--- config.mk ---
export PLATFORM = sky130hd
export DESIGN_NAME = mmio_uart_tx
export DESIGN_NICKNAME = d
export VERILOG_FILES = /design/src/rtl/uart_pkg.sv /design/src/rtl/uart_fifo.sv /design/src/rtl/mmio_uart_tx.sv
export SDC_FILE = /design/constraint.sdc
export NUM_CORES = 1
export LEC_CHECK = 0
export CELL_PAD_IN_SITES_DETAIL_PLACEMENT = 1
export CELL_PAD_IN_SITES_GLOBAL_PLACEMENT = 1
export CORE_UTILIZATION = 36
export DETAILED_ROUTE_END_ITERATION = 6
export GPL_ROUTABILITY_DRIVEN = 0
export PLACE_DENSITY = 0.75
export SLEW_MARGIN = 20
export SYNTH_ARGS = -nofsm -noshare
export SYNTH_HDL_FRONTEND = slang
export SYNTH_SLANG_ARGS = --single-unit
--- constraint.sdc ---
create_clock -name clk -period 2.6 [get_ports clk]
set_clock_uncertainty 0.05 [all_clocks]
set_input_delay 0.52 -clock clk [delete_from_list [all_inputs] [get_ports clk]]
set_output_delay 0.52 -clock clk [all_outputs]
set_load 0.005 [all_outputs]
--- src/rtl/uart_pkg.sv ---
// Shared types and status-word layout for the memory-mapped UART transmitter.
package uart_pkg;

  typedef enum logic [1:0] {
    S_IDLE,
    S_START,
    S_DATA,
    S_STOP
  } tx_state_t;

  // Bit positions inside the status word returned to the core.
  localparam int ST_FULL    = 0;
  localparam int ST_EMPTY   = 1;
  localparam int ST_OVF     = 2;
  localparam int ST_BUSY    = 3;
  localparam int ST_CNT_LSB = 8;

endpackage

--- src/rtl/uart_fifo.sv ---
// Synchronous FIFO with wrap-around pointers; the extra pointer MSB tells
// full apart from empty when the index bits are equal.
module uart_fifo #(
  parameter int WIDTH = 8,
  parameter int DEPTH = 8
) (
  input  logic                     clk,
  input  logic                     reset,
  input  logic                     i_push,
  input  logic                     i_pop,
  input  logic [WIDTH-1:0]         i_din,
  output logic [WIDTH-1:0]         o_dout,
  output logic                     o_full,
  output logic                     o_empty,
  output logic [$clog2(DEPTH):0]   o_count
);

  localparam int AW = $clog2(DEPTH);

  logic [WIDTH-1:0] r_mem [DEPTH];
  logic [AW:0]      r_wr_ptr;
  logic [AW:0]      r_rd_ptr;
  logic             w_wr_en;
  logic             w_rd_en;

  assign o_full  = (r_wr_ptr[AW] != r_rd_ptr[AW]) &&
                   (r_wr_ptr[AW-1:0] == r_rd_ptr[AW-1:0]);
  assign o_empty = (r_wr_ptr == r_rd_ptr);
  assign o_count = r_wr_ptr - r_rd_ptr;
  assign o_dout  = r_mem[r_rd_ptr[AW-1:0]];

  // Full/empty are judged on the registered pointers, before this cycle's traffic.
  assign w_wr_en = i_push && !o_full;
  assign w_rd_en = i_pop && !o_empty;

  // Pointer update; reset discards all stored entries.
  always_ff @(posedge clk) begin
    if (reset) begin
      r_wr_ptr <= '0;
      r_rd_ptr <= '0;
    end else begin
      if (w_wr_en) r_wr_ptr <= r_wr_ptr + 1'b1;
      if (w_rd_en) r_rd_ptr <= r_rd_ptr + 1'b1;
    end
  end

  // Storage array; contents are meaningless until written, so no reset.
  always_ff @(posedge clk) begin
    if (w_wr_en) r_mem[r_wr_ptr[AW-1:0]] <= i_din;
  end

endmodule

--- src/rtl/mmio_uart_tx.sv ---
// Memory-mapped 8N1 UART transmitter snooping the core's store bus.
// Bytes stored to TX_ADDR are queued; the status word is muxed into ReadData
// by the top level whenever Sel is high.
module mmio_uart_tx
  import uart_pkg::*;
#(
  parameter logic [31:0] TX_ADDR      = 32'hFFFF_0000,
  parameter logic [31:0] STATUS_ADDR  = 32'hFFFF_0004,
  parameter int          CLKS_PER_BIT = 16,
  parameter int          FIFO_DEPTH   = 8
) (
  input  logic        clk,
  input  logic        reset,
  input  logic        MemWrite,
  input  logic [31:0] DataAdr,
  input  logic [31:0] WriteData,
  output logic        Sel,
  output logic [31:0] StatusData,
  output logic        tx,
  output logic        busy
);

  localparam int AW = $clog2(FIFO_DEPTH);
  localparam int BW = $clog2(CLKS_PER_BIT);

  tx_state_t   r_state;
  tx_state_t   w_state_nxt;
  logic [BW-1:0] r_baud;
  logic [2:0]  r_bit;
  logic [7:0]  r_shreg;
  logic        r_ovf;
  logic        r_tx;
  logic        r_busy;

  logic        w_hit_tx;
  logic        w_hit_st;
  logic        w_push_req;
  logic        w_ovf_set;
  logic        w_ovf_clr;
  logic        w_pop;
  logic        w_shift;
  logic        w_baud_end;
  logic        w_full;
  logic        w_empty;
  logic [7:0]  w_fifo_dout;
  logic [AW:0] w_count;
  logic [4:0]  w_cnt5;
  logic        w_unused_bits;

  assign w_hit_tx   = (DataAdr == TX_ADDR);
  assign w_hit_st   = (DataAdr == STATUS_ADDR);
  assign Sel        = w_hit_tx || w_hit_st;
  assign w_push_req = MemWrite && w_hit_tx;
  assign w_ovf_set  = w_push_req && w_full;
  assign w_ovf_clr  = MemWrite && w_hit_st && WriteData[2];
  assign w_baud_end = (r_baud == BW'(CLKS_PER_BIT - 1));
  assign w_cnt5     = 5'(w_count);
  assign w_unused_bits = &{1'b0, WriteData[31:8]};

  uart_fifo #(
    .WIDTH (8),
    .DEPTH (FIFO_DEPTH)
  ) u_fifo (
    .clk     (clk),
    .reset   (reset),
    .i_push  (w_push_req),
    .i_pop   (w_pop),
    .i_din   (WriteData[7:0]),
    .o_dout  (w_fifo_dout),
    .o_full  (w_full),
    .o_empty (w_empty),
    .o_count (w_count)
  );

  // Sticky overflow: a drop in the same cycle as a clear keeps the flag set.
  always_ff @(posedge clk) begin
    if (reset)          r_ovf <= 1'b0;
    else if (w_ovf_set) r_ovf <= 1'b1;
    else if (w_ovf_clr) r_ovf <= 1'b0;
  end

  // FSM state register.
  always_ff @(posedge clk) begin
    if (reset) r_state <= S_IDLE;
    else       r_state <= w_state_nxt;
  end

  // FSM next state plus pop/shift strobes; every transition lands on a baud end.
  always_comb begin
    w_state_nxt = r_state;
    w_pop       = 1'b0;
    w_shift     = 1'b0;
    case (r_state)
      S_IDLE: begin
        if (!w_empty) begin
          w_pop       = 1'b1;
          w_state_nxt = S_START;
        end
      end
      S_START: if (w_baud_end) w_state_nxt = S_DATA;
      S_DATA: begin
        if (w_baud_end) begin
          w_shift = 1'b1;
          if (r_bit == 3'd7) w_state_nxt = S_STOP;
        end
      end
      S_STOP: if (w_baud_end) w_state_nxt = S_IDLE;
      default: w_state_nxt = S_IDLE;
    endcase
  end

  // Baud counter and bit index; both restart at every state or bit change.
  always_ff @(posedge clk) begin
    if (reset) begin
      r_baud <= '0;
      r_bit  <= '0;
    end else begin
      if (r_state == S_IDLE || w_baud_end) r_baud <= '0;
      else                                 r_baud <= r_baud + 1'b1;
      if (r_state != S_DATA) r_bit <= '0;
      else if (w_shift)      r_bit <= r_bit + 1'b1;
    end
  end

  // Shift register: load the FIFO head on pop, shift right at each data-bit end.
  always_ff @(posedge clk) begin
    if (w_pop)        r_shreg <= w_fifo_dout;
    else if (w_shift) r_shreg <= {1'b0, r_shreg[7:1]};
  end

  // Line and busy are registered from the current state, so they trail it by one cycle.
  always_ff @(posedge clk) begin
    if (reset) begin
      r_tx   <= 1'b1;
      r_busy <= 1'b0;
    end else begin
      r_busy <= (r_state != S_IDLE);
      case (r_state)
        S_START: r_tx <= 1'b0;
        S_DATA:  r_tx <= r_shreg[0];
        default: r_tx <= 1'b1;
      endcase
    end
  end

  assign tx   = r_tx;
  assign busy = r_busy;

  // Status word assembled from registered state only.
  always_comb begin
    StatusData                         = '0;
    StatusData[ST_FULL]                = w_full;
    StatusData[ST_EMPTY]               = w_empty;
    StatusData[ST_OVF]                 = r_ovf;
    StatusData[ST_BUSY]                = r_busy;
    StatusData[ST_CNT_LSB +: 4]        = w_cnt5[3:0];
  end

endmodule

==> After elaboration in Yosys (flattened, before gate mapping) <==
Memories as Yosys holds them, arrays and structs flattened. A register that Yosys moved wholly into a read port is not among the register bits.
Cells that the tools add are included.
{ "word_totals": {"mem_count": 1, "output_inout_bits": 35, "ramBits": 64, "ff_bits": 28} }
{ "classes": {"add_sub_neg": 5, "n_reduce_logical": 18, "eq_ne": 16, "mux": 19} }
{ "mem_list": {"columns": ["memory", "words", "width", "read_ports", "rd_clocked_by_memory_dff", "wr", "line_no", "source"], "rows": [
  ["u_fifo.r_mem", 8, 8, 1, 1, 1, "uart_fifo.sv:20", "logic [WIDTH-1:0] r_mem [DEPTH];"]
]} }
{ "ops": {"columns": ["cell", "count"], "rows": [
  ["$eq 32x32->1 const B", 2],
  ["$mux 8", 2],
  ["$add 4x1->4 const B", 3],
  ["$ne 2x2->1 const B", 6],
  ["$mux 2", 5],
  ["$mux 1", 8],
  ["$pmux 2 s4", 1],
  ["$logic_and 1x1->1", 7],
  ["$mux 3", 2],
  ["$reduce_bool 2->1", 3],
  ["$reduce_and 5->1", 1],
  ["$eq 2x2->1 const B", 2],
  ["$eq 4x4->1", 1],
  ["$eq 4x4->1 const B", 1],
  ["$reduce_or 2->1", 2],
  ["$sub 4x4->4", 1],
  ["$add 3x1->3 const B", 1],
  ["$eq 3x3->1", 1],
  ["$eq 3x3->1 const B", 1],
  ["$eq 2x1->1 const B", 1],
  ["$logic_not 1->1", 2],
  ["$logic_not 2->1", 1],
  ["$logic_or 1x1->1", 2],
  ["$pmux 1 s2", 1],
  ["$ne 1x1->1", 1]
]} }

==> Depth between registers and ports, before layout <==
{ "logic_depth": {"ltp_word": 6, "ltp_mapped": 8} }

==> By module <==
From an unflattened synthesis, not the netlist that was laid out.
{ "hier_totals": {"hier_cells": 280, "hier_area_um2": 4280.4} }
{ "by_module_without_submodules": {"columns": ["module", "instances", "cells_each", "seq_area_each_um2", "area_per_inst_um2"], "rows": [
  ["uart_fifo", 1, 166, 2142.1, 3090.5],
  ["mmio_uart_tx", 1, 114, 480.5, 1189.9]
]} }

==> Worst setup path after synthesis <==
Ideal clock, no wire load.
{ "synth_timing": {"path_type": "register to register", "startpoint": "reg u_fifo.r_wr_ptr[1]", "endpoint": "mem u_fifo.r_mem[1][0] (enable)", "required_time_ps": 2167, "arrival_time_ps": 2139, "path_stages_with_launch": 6, "period_less_slack_ps": 2573, "setup_ps": 383, "setup_slack_ps": 27, "cell_sequence": "dfxtp_1 > ha_1 > a41oi_1 > nand4_4 > or2_2 > nor3_1"} }
{ "synth_via": {"elab_chain_len": 6} }
{ "synth_lines": {"columns": ["item", "line_no", "source"], "rows": [
  ["start: declaration", "uart_fifo.sv:21", "logic [AW:0] r_wr_ptr;"],
  ["start signal: assignment", "uart_fifo.sv:42", "if (w_wr_en) r_wr_ptr <= r_wr_ptr + 1'b1;"],
  ["$eq 3x3->1", "uart_fifo.sv:27", "(r_wr_ptr[AW-1:0] == r_rd_ptr[AW-1:0]);"],
  ["$logic_and 1x1->1", "uart_fifo.sv:26", "assign o_full = (r_wr_ptr[AW] != r_rd_ptr[AW]) &&"],
  ["$logic_not 1->1", "uart_fifo.sv:33", "assign w_wr_en = i_push && !o_full;"],
  ["$logic_and 1x1->1", "uart_fifo.sv:33", null],
  ["$mux 1", "uart_fifo.sv:49", "if (w_wr_en) r_mem[r_wr_ptr[AW-1:0]] <= i_din;"],
  ["$mux 1 (implied by the code)", "uart_fifo.sv:49", null],
  ["end: declaration", "uart_fifo.sv:20", null]
]} }
Parallel ways exist; a longest one is shown, timed or not.

==> Worst setup path after layout <==
{ "layout_timing": {"startpoint": "reg u_fifo.r_wr_ptr[0]", "endpoint": "out StatusData[9]"} }
{ "layout_via": {"elab_chain_len": 1} }
{ "layout_lines": {"columns": ["item", "line_no", "source"], "rows": [
  ["$sub 4x4->4", "uart_fifo.sv:29", "assign o_count = r_wr_ptr - r_rd_ptr;"],
  ["end: declaration", "mmio_uart_tx.sv:18", "output logic [31:0] StatusData,"]
]} }
Every way passes these cells.

==> results.cfg <==
[worst_setup_path]
worstPathRequired_ns = 2.03
crit_type = reg2out
critPathCaptureType = output port
crit_fanout = 4
start_kind = register
arrival_ns = 1.95

[sta]
worstMarginPinSlew_ns = 0.617
fmax_ghz = 0.396
min_period_ns = 2.52
grt_setup_unrepaired = false
relSlewSlack_pct = 58.8
hold_viol_final = 0
slew_violations = 0
setup_tns_ns = 0
setup_viol = 0
fin_crit_sh_pct = 97.0

[floorplan]
io-pin-count = 102
coreArea_mm2 = 0.0111
die_h_um = 110
dieWidth_um = 110
row_count = 38
start_util_pct = 37.7
dieArea_mm2 = 0.0120

[job]
cap_violations = 0

[placed_design]
port_buffers = 53
dp.cells = 495
dp_hpwl_um = 6340

[clock_network]
cts_hold_buf = 0
cts_tree = done
htreeDepth = 3
insertion_delay_ns = 0.35
root_buffer = clkbuf_16
ctsLongestPathBuffers = 2
cts_sinks = 95
clk_pin_slew_ns = 0.07
tritoncts.num_buffers = 9

[synth]
netlist_area_mm2 = 0.00418
synth_cell_types = 39
yosysWarningCount = 0
synth_seq_cells = 95
seq_area_frac_synth_pct = 62.7
syn_area_per_cell_um2 = 14.3
netlist_instances = 292

[route]
wl_per_cell_um = 17.8
drt-total-wl_um = 9130
drt_pass1_iterations = 4
drc_errors = 0
ant_nets = 0
via_per_inst = 5.01
vias = 2564
drt-initial-drc-count = 92

[layout]
regArea_mm2 = 0.00263
multi_input_area_mm2 = 0.00143
finalNonFillerCells = 512
areaGrowthSynthToFinish_pct = 26.9
nNetsFinal = 449
layout-drive-gt1-share_pct = 20.2
fill_cells = 1125
diodes = 0

[grt]
grt_pass1_vias = 2712
grt_pass1_wl_um = 14200
grt_util_all_layers_pct = 16.7
grt_start_max_net_pins = 17
overflow = 0
antenna_found_initial = 0

[power]
powerDensity_mw_per_mm2 = 727
peakVddDrop_mv = 0.433
p_leak_nw = 1.90
finalPower_mw = 3.86

[hold_path]
hp-class = reg2reg

[run_status]
outcome = finished clean
-- cells in the final DEF (no fill, tap or decap), types with 3 or more instances in the layout --
cell	count
buf_4	26
xnor2_1	5
nand4_1	3
o21ai_0	10
edfxtp_1	72
a21oi_1	8
nand3_1	5
nand2_1	20
mux2i_1	11
or3_1	3
inv_6	3
dfxtp_2	4
ha_1	11
dlygate4sd2_1	3
inv_1	9
xor2_1	4
conb_1	24
dfxtp_1	19
clkbuf_16	9
nand2b_1	3
nor2_1	19
mux4_2	16
nor3_1	3
clkdlybuf4s50_1	50
nor4_1	3
-- timing repair --
item                       in CTS  in global routing
gates resized for setup         9                 12
pin swaps                       4                  0
hold endpoints to repair        0                  0
buffers inserted                2                  0
setup endpoints to repair       5                 13
-- flip-flops by register name, summed over array words and instances (netlist names), named ones only --
name	count
r_baud	4
u_fifo.r_wr_ptr	4
u_fifo.r_mem	64
busy	1
r_state	2
r_bit	3
tx	1
r_shreg	8
u_fifo.r_rd_ptr	4
r_ovf	1
-- per-layer routing --
layer / track usage, % / part of all wire [%] / vias up / routed length (µm)
li1: - / - / 1187 / -
met1: 17.3 / 37 / 1283 / 3400
met2: 31.5 / 57 / 74 / 5170
met3: 3.38 / 3.6 / 20 / 329
met4: 8.67 / 2.5 / 0 / 228
met5: 0 / 0 / - / 0
-- synth_stat cells --
cell type  count  area share [%]
inv_1         10            0.90
ha_1          13             3.9
nand2_1       20             1.8
a22o_1         1            0.21
and4_1         1            0.21
a21oi_1        8            0.96
or3_1          3            0.45
buf_4         29             5.2
edfxtp_1      72              52
nor4_4         1            0.51
and3_1         2            0.30
o21ai_0       11             1.3
a21o_1         1            0.18
buf_1          2            0.18
mux2i_1       11             2.6
or2_2          2            0.30
dfxtp_1       23              11
nor3_1         4            0.48
nor4b_1        1            0.21
nor4_1         3            0.45
clkbuf_2       1            0.12
a41oi_1        2            0.42
nand4_4        1            0.51
mux4_2        16             8.6
nor2_1        21             1.9
nand4_2        1            0.30
nand4_1        3            0.45
nand2b_1       3            0.45
o21bai_1       1            0.18
conb_1         1           0.090
o211ai_1       1            0.18
a211oi_1       1            0.18
and2_1         1            0.15
xnor2_1        5             1.0
buf_2          1            0.12
nand3_1        6            0.72
clkbuf_1       4            0.36
xor2_1         4            0.84
fa_1           1            0.48
-- through the flow --
stage,setup WS [ns],cell area (µm²),hold WS [ns],util [%]
2_1_floorplan,0.0272,4270,0.367,-
3_3_place_gp,-0.153,4900,0.380,44.3
3_5_place_dp,-0.274,4900,0.401,44.3
4_1_cts,0.000646,5250,0.412,47.4
5_1_grt,0.0225,5310,0.454,47.9
6_report,0.0779,5310,0.408,47.9
-- critical path, stage by stage, from the launching register on --
cell and delay (ns):
dfxtp_2 0.35, inv_2 0.08, ha_1 0.15, inv_1 0.06
fa_1 0.48, clkdlybuf4s50_1 0.50
-- power breakdown --
part	switching [mW]	total [mW]	internal [mW]
clock network	0.584	1.43	0.845
logic	0.324	0.679	0.354
registers	0.0330	1.75	1.72
total	0.941	3.86	2.92
-- path summary, 6_finish.rpt --
| path | startpoint | end | slack [ns] | cells after the start |
|---|---|---|---|---|
| setup / recovery | u_fifo.r_wr_ptr[0]$_SDFFE_PP0P_ | StatusData[9] | 0.08 | 5 |
| hold / removal | r_baud[0]$_SDFF_PP0_ | r_baud[0]$_SDFF_PP0_ | 0.41 | 1 |
| setup reg to reg | u_fifo.r_wr_ptr[2]$_SDFFE_PP0P_ | u_fifo.r_mem[3][5]$_DFFE_PP_ | 0.31 | 6 |
| hold reg to reg | r_baud[0]$_SDFF_PP0_ | r_baud[0]$_SDFF_PP0_ | 0.41 | 1 |
-- logic make-up (layout without fill, tap and decap cells) --
| kind of cell | after synthesis | after routing | share of synthesized area, % |
|---|---|---|---|
| XOR/XNOR | 9 | 9 | 1.89 |
| flip-flops | 95 | 95 | 62.7 |
| adder cells (fa/ha/maj) | 14 | 14 | 4.37 |
| buffers and inverters | 47 | 104 | 6.88 |
| other | 1 | 24 | 0.0897 |
| AO/OA/AOI/OAI | 26 | 26 | 3.62 |
| multiplexers | 27 | 27 | 11.3 |
| AND/OR/NAND/NOR | 73 | 73 | 9.16 |
-- area by class of cell --
type                    instances  share of cell area (%)
inverters                      10                   0.707
well taps                     140                    3.30
multi-input cells             173                    26.9
repair buffers                 79                    13.6
flip-flops and latches         95                    49.5
clock buffers                   9                    4.24
clock inverters                 6                    1.70
Note: power is estimated with default switching activity, not from simulation.
